<file path="src/rtl/rom_load_pkg.sv">
// ============================================================================
// rom_load_pkg : ROM image region map, FSM state type and address decoder
// Rev 1.0
// ============================================================================
`default_nettype none

package rom_load_pkg;

  localparam logic [24:0] c_reg0_base = 25'h000_0000;
  localparam logic [24:0] c_reg1_base = 25'h000_8000;
  localparam logic [24:0] c_reg2_base = 25'h000_E000;
  localparam logic [24:0] c_reg3_base = 25'h001_0000;
  localparam logic [24:0] c_image_end = 25'h001_8000;

  typedef enum logic [1:0] {
    IDLE  = 2'd0,
    WRITE = 2'd1,
    HOLD  = 2'd2
  } state_t;

  typedef struct packed {
    logic        valid;
    logic [1:0]  sel;
    logic [15:0] offset;
  } region_t;

  function automatic region_t region_decode(input logic [24:0] addr);
    region_t     r;
    logic [24:0] base;
    r.valid = 1'b1;
    r.sel   = 2'd0;
    base    = c_reg0_base;
    if (addr < c_reg1_base) begin
      r.sel = 2'd0;
      base  = c_reg0_base;
    end else if (addr < c_reg2_base) begin
      r.sel = 2'd1;
      base  = c_reg1_base;
    end else if (addr < c_reg3_base) begin
      r.sel = 2'd2;
      base  = c_reg2_base;
    end else if (addr < c_image_end) begin
      r.sel = 2'd3;
      base  = c_reg3_base;
    end else begin
      r.valid = 1'b0;
      base    = addr;
    end
    r.offset = 16'(addr - base);
    return r;
  endfunction

endpackage

`default_nettype wire

</file>
<file path="src/rtl/rom_load_ctrl.sv">
// ============================================================================
// rom_load_ctrl : steers hps_io ROM download bytes onto a req/ack write port
// Rev 1.0
// ============================================================================
`default_nettype none

module rom_load_ctrl
  import rom_load_pkg::*;
#(
  parameter logic [7:0] ROM_INDEX   = 8'd0,
  parameter int         HOLD_CYCLES = 1024,
  parameter int         ACK_TIMEOUT = 255
) (
  input  logic        clk_sys,
  input  logic        reset,
  input  logic        ioctl_download,
  input  logic [7:0]  ioctl_index,
  input  logic        ioctl_wr,
  input  logic [24:0] ioctl_addr,
  input  logic [7:0]  ioctl_data,
  output logic        ioctl_wait,
  output logic [1:0]  mem_sel,
  output logic [15:0] mem_addr,
  output logic [7:0]  mem_data,
  output logic        mem_req,
  input  logic        mem_ack,
  output logic        core_reset,
  output logic        loaded,
  output logic        err_overflow,
  output logic        err_timeout
);

  localparam int              HOLD_W      = (HOLD_CYCLES > 1) ? $clog2(HOLD_CYCLES) : 1;
  localparam logic [HOLD_W-1:0] c_hold_last = HOLD_W'(HOLD_CYCLES - 1);
  localparam logic [7:0]      c_ack_last  = 8'(ACK_TIMEOUT);

  state_t            state_q, state_d;
  logic [1:0]        sel_q, sel_d;
  logic [15:0]       addr_q, addr_d;
  logic [7:0]        data_q, data_d;
  logic [7:0]        tmo_q, tmo_d;
  logic [HOLD_W-1:0] hold_q, hold_d;
  logic              dl_prev_q;
  logic              rom_dl_q, rom_dl_d;
  logic              end_pend_q, end_pend_d;
  logic              core_reset_q, core_reset_d;
  logic              loaded_q, loaded_d;
  logic              err_ovf_q, err_ovf_d;
  logic              err_tmo_q, err_tmo_d;

  logic    idx_match, dl_start, dl_end, byte_acc;
  region_t hit;

  assign idx_match = (ioctl_index == ROM_INDEX);
  assign dl_start  = ioctl_download & ~dl_prev_q & idx_match;
  // rom_dl_q remembers that the running download is ours, so the fall is
  // recognised even if hps_io changes the index as it drops download.
  assign dl_end    = rom_dl_q & ~ioctl_download;
  assign byte_acc  = ioctl_download & idx_match & ioctl_wr;
  assign hit       = region_decode(ioctl_addr);

  always_comb begin
    state_d      = state_q;
    sel_d        = sel_q;
    addr_d       = addr_q;
    data_d       = data_q;
    tmo_d        = tmo_q;
    hold_d       = hold_q;
    end_pend_d   = end_pend_q;
    core_reset_d = core_reset_q;
    loaded_d     = loaded_q;
    err_ovf_d    = err_ovf_q;
    err_tmo_d    = err_tmo_q;
    rom_dl_d     = ioctl_download & (rom_dl_q | dl_start);

    if (dl_start) begin
      core_reset_d = 1'b1;
      loaded_d     = 1'b0;
      err_ovf_d    = 1'b0;
      err_tmo_d    = 1'b0;
      end_pend_d   = 1'b0;
    end

    case (state_q)
      IDLE: begin
        if (dl_end) begin
          state_d = HOLD;
          hold_d  = '0;
        end else if (byte_acc) begin
          if (hit.valid) begin
            state_d = WRITE;
            sel_d   = hit.sel;
            addr_d  = hit.offset;
            data_d  = ioctl_data;
            tmo_d   = 8'd0;
          end else begin
            err_ovf_d = 1'b1;
          end
        end
      end
      WRITE: begin
        // An ack landing on the timeout cycle still counts as a good write.
        if (mem_ack || (tmo_q == c_ack_last)) begin
          if (!mem_ack) err_tmo_d = 1'b1;
          if (end_pend_q || dl_end) begin
            state_d    = HOLD;
            hold_d     = '0;
            end_pend_d = 1'b0;
          end else begin
            state_d = IDLE;
          end
        end else begin
          tmo_d = tmo_q + 8'd1;
          if (dl_end) end_pend_d = 1'b1;
        end
      end
      HOLD: begin
        if (dl_start) begin
          state_d = IDLE;
          hold_d  = '0;
        end else if (hold_q == c_hold_last) begin
          state_d      = IDLE;
          core_reset_d = 1'b0;
          loaded_d     = ~(err_ovf_q | err_tmo_q);
        end else begin
          hold_d = hold_q + 1'b1;
        end
      end
      default: state_d = IDLE;
    endcase
  end

  always_ff @(posedge clk_sys or posedge reset) begin
    if (reset) begin
      state_q      <= IDLE;
      sel_q        <= 2'd0;
      addr_q       <= 16'd0;
      data_q       <= 8'd0;
      tmo_q        <= 8'd0;
      hold_q       <= '0;
      dl_prev_q    <= 1'b0;
      rom_dl_q     <= 1'b0;
      end_pend_q   <= 1'b0;
      core_reset_q <= 1'b1;
      loaded_q     <= 1'b0;
      err_ovf_q    <= 1'b0;
      err_tmo_q    <= 1'b0;
    end else begin
      state_q      <= state_d;
      sel_q        <= sel_d;
      addr_q       <= addr_d;
      data_q       <= data_d;
      tmo_q        <= tmo_d;
      hold_q       <= hold_d;
      dl_prev_q    <= ioctl_download;
      rom_dl_q     <= rom_dl_d;
      end_pend_q   <= end_pend_d;
      core_reset_q <= core_reset_d;
      loaded_q     <= loaded_d;
      err_ovf_q    <= err_ovf_d;
      err_tmo_q    <= err_tmo_d;
    end
  end

  assign mem_req      = (state_q == WRITE);
  assign ioctl_wait   = (state_q == WRITE);
  assign mem_sel      = sel_q;
  assign mem_addr     = addr_q;
  assign mem_data     = data_q;
  assign core_reset   = core_reset_q;
  assign loaded       = loaded_q;
  assign err_overflow = err_ovf_q;
  assign err_timeout  = err_tmo_q;

endmodule

`default_nettype wire

</file>
<file path="config.mk">
export PLATFORM = sky130hd
export DESIGN_NAME = rom_load_ctrl
export DESIGN_NICKNAME = d
export VERILOG_FILES = /design/src/rtl/rom_load_pkg.sv /design/src/rtl/rom_load_ctrl.sv
export SDC_FILE = /design/constraint.sdc
export NUM_CORES = 1
export LEC_CHECK = 0
export CAP_MARGIN = 20
export CORE_MARGIN = 4
export CORE_UTILIZATION = 45
export CTS_CLUSTER_SIZE = 20
export DETAILED_ROUTE_END_ITERATION = 10
export DONT_BUFFER_PORTS = 1
export PLACE_DENSITY = 0.57
export SLEW_MARGIN = 20
export SYNTH_ARGS = -nofsm -noshare
export SYNTH_HDL_FRONTEND = slang
export SYNTH_SLANG_ARGS = --single-unit
</file>
<file path="constraint.sdc">
create_clock -name clk_sys -period 2.1 [get_ports clk_sys]
set_input_delay 0.42 -clock clk_sys [delete_from_list [all_inputs] [get_ports clk_sys]]
set_output_delay 0.42 -clock clk_sys [all_outputs]
set_load 0.02 [all_outputs]
</file>
==> results.txt <==
RSZ-0062 raised after global routing: true
Slew Limit Fails: 0
CP endpoint kind: flip-flop
Layout overhead on the synthesized area: 25.9%
Cell count after synthesis: 351
Int Pwr: 0.00176 W
Net Switching: 0.000776 W
Total Nets Final: 471
Critical path data required time: 2.31 ns
HP Class: in2reg
Lkg Pwr: 1.78 nW
Diodes inserted: 0
Rel. slew slack: 0.709
Final GP Congestion: 0.873
WL final: 7.67 mm
Crit Path Class: in2reg
GR Overflow Total: 0
Net Sw Frac: 0.306
Clock tree buffer depth: 2
Residual DRC count: 0
Worst Max-Slew Pin Slew: 0.436 ns
Reg clk slew, reported paths: 0.10 ns
Syn nets: 415
Post-synth EDFFs: 0
Hold_sp: ioctl_download
Fillcell total: 623
Arrival time of the worst setup path: 2.60 ns
CTS tree: done
DP Area: 3700 µm²
Top cells by area, synth: dfrtp_1, nand2_1, ha_1
Clock root buffer: clkbuf_8
Seq pwr share: 0.460
Area share of the largest cell type after synthesis: 0.413
Setup ws final: -0.286 ns
Worst setup path startpoint: ioctl_addr[19]
Period minus WS final: 2.39 ns
Post-DRT Antenna Nets: 0
Most common cell in the synthesized netlist: nand2_1
#FFs+latches synth: 53
CP Launch Type: input pin
Iteration-0 DRC Markers: 97
DIE AREA: 8400 µm²
CTS H-Tree Depth: 2
Post-synth ARST share: 1.00
Mean post-synth cell area: 8.97 µm²
Number of buffers added on ports: 0
Initial antenna violation count: 0
Initial core utilization: 0.463
Fin crit share: 1.14
Ys Warns: 0
Clock network power share: 0.282
Post-synth cell types: 55
Comb power frac: 0.258
Ys flop type: dfrtp_1
Failing checks: setup timing
First-pass GRT wire length: 13.1 mm
CORE AREA: 6790 µm²
Setup TNS: -1.66 ns
DRT Pass-1 Iters: 4
Final instance area: 3960 µm²
Endpoints failing hold: 0
I/O pin total: 78
Vias in the first global route: 2773
Largest net degree at the start of global routing: 37
Die width: 91.6 µm
Leading area contributor after synthesis: dfrtp_1
Layout cell share with drive strength beyond 1: 0.252
Synth cell count leaders: nand2_1, dfrtp_1, o21ai_0
Vias/cell: 5.44
Cell area after synthesis: 3150 µm²
PD cells: 640 nW/µm²
Worst-Skew Late Latency: 0.31 ns
Die Height: 91.6 µm
Max Fclk: 419 MHz
Final setup skew: 0.00653 ns
Register area: 1330 µm²
Maximum vdd drop: 0.317 mV
Crit-path max FO: 6
Clk sinks: 53
Sequential area share after synthesis: 0.422
Std cell rows: 30
Final setup vio count: 9
TritonCTS Buffers: 5
Hpwl dp: 5.87 mm
Total GRT Usage: 0.191
WL/cell: 15.2 µm
Via count: 2743
Multi-input gate area: 1920 µm²
Worst r2r src: hold_q[0]$_DFFE_PP0P_
Maxcap violations: 0
Status: finished, violations left
==> what timing repair did <==
action | 4_1_cts | 5_1_grt
setup buffers | 4 | 3
setup endpoints to repair | 11 | 16
hold endpoints to repair | 17 | 0
pin swaps | 13 | 8
hold buffers | 1 | 0
gates resized for setup | 12 | 11
==> power by group through the flow <==
stage                     Clock, W  Sequential, W  Combinational [W]
after floorplan                  0        0.00116           0.000423
after global placement           0        0.00118           0.000605
after detailed placement         0        0.00118           0.000614
after CTS                 0.000745        0.00116           0.000639
after global routing      0.000797        0.00118           0.000733
final                     0.000716        0.00117           0.000654
==> metrics by stage <==
| stage | utilization | instances | hold WS [ns] | setup slack [ns] | power (W) |
|---|---|---|---|---|---|
| after global routing | 0.583 | 504 | 0.0987 | -0.406 | 0.00271 |
| final | 0.583 | 504 | 0.128 | -0.286 | 0.00254 |
| after CTS | 0.575 | 502 | 0.117 | -0.332 | 0.00255 |
| after floorplan | - | 351 | 0.451 | -0.702 | 0.00159 |
| after global placement | 0.545 | 490 | 0.329 | -0.699 | 0.00179 |
| after detailed placement | 0.545 | 490 | 0.339 | -0.779 | 0.00180 |
==> area by class of cell <==
class	instances	area share
Clock buffer	5	0.0174
Clock inverter	3	0.0117
Inverter	10	0.00947
Multi-Input combinational cell	281	0.485
Sequential cell	53	0.335
Tap cell	96	0.0303
Timing Repair Buffer	56	0.112
==> worst paths after layout <==
path	to	slack [ns]	cells past startpoint
min	dl_prev_q$_DFF_PP0_	0.13	0
min reg2reg	tmo_q[3]$_DFFE_PP0P_	0.51	1
max	mem_addr[13]$_DFFE_PP0P_	-0.29	11
min in group asynchronous	mem_data[6]$_DFFE_PP0P_	0.58	2
max in group asynchronous	core_reset$_DFF_PP1_	0.93	3
max reg2reg	loaded$_DFF_PP0_	0.12	6
==> critical path, stage by stage <==
cell and delay, ns:
nor4_4 0.33, nand3_4 0.17, nand2_4 0.10, ha_4 0.19, nor2b_4 0.12, o31a_1 0.26
o31a_4 0.30, a311oi_4 0.27, a21oi_2 0.10, buf_4 0.14, o31ai_1 0.19
==> placed cells by master, fill, tap and decap left out, types with 5 or more instances in the layout <==
cell,n
buf_4,52
nand3_1,8
nor2_1,28
clkbuf_8,5
xor2_1,13
o21a_1,9
o21ai_0,25
a21oi_1,18
dfrtp_1,52
ha_1,11
inv_1,8
nand4_1,5
nand2_1,74
a31oi_1,5
==> sequential cells by signal (all words and copies together), names as in the netlist <==
signal / flops
dl_prev_q: 1
tmo_q: 8
mem_data: 8
state_q: 2
err_timeout: 1
rom_dl_q: 1
mem_addr: 16
hold_q: 10
loaded: 1
end_pend_q: 1
core_reset: 1
mem_sel: 2
err_overflow: 1
==> cell families (layout without fill, tap and decap cells) <==
logic type                 count (synthesis)  after routing  share of synthesized area
xor gates and xnor gates                  17             17                     0.0473
buffers and inverters                     17             74                     0.0227
and+or+nand+nor                          148            148                      0.217
AOI/OAI and AO/OA                         98             98                      0.217
DFF                                       53             53                      0.422
adders and majority gates                 18             18                     0.0739
==> layer usage <==
metal,vias to the layer above,GRT usage,part of all wire
li1,1354,-,-
met1,1307,0.235,0.43
met2,73,0.331,0.49
met3,9,0.0468,0.061
met4,0,0.0565,0.018
met5,-,0,0
No activity file was read; power rests on OpenSTA's default activity.
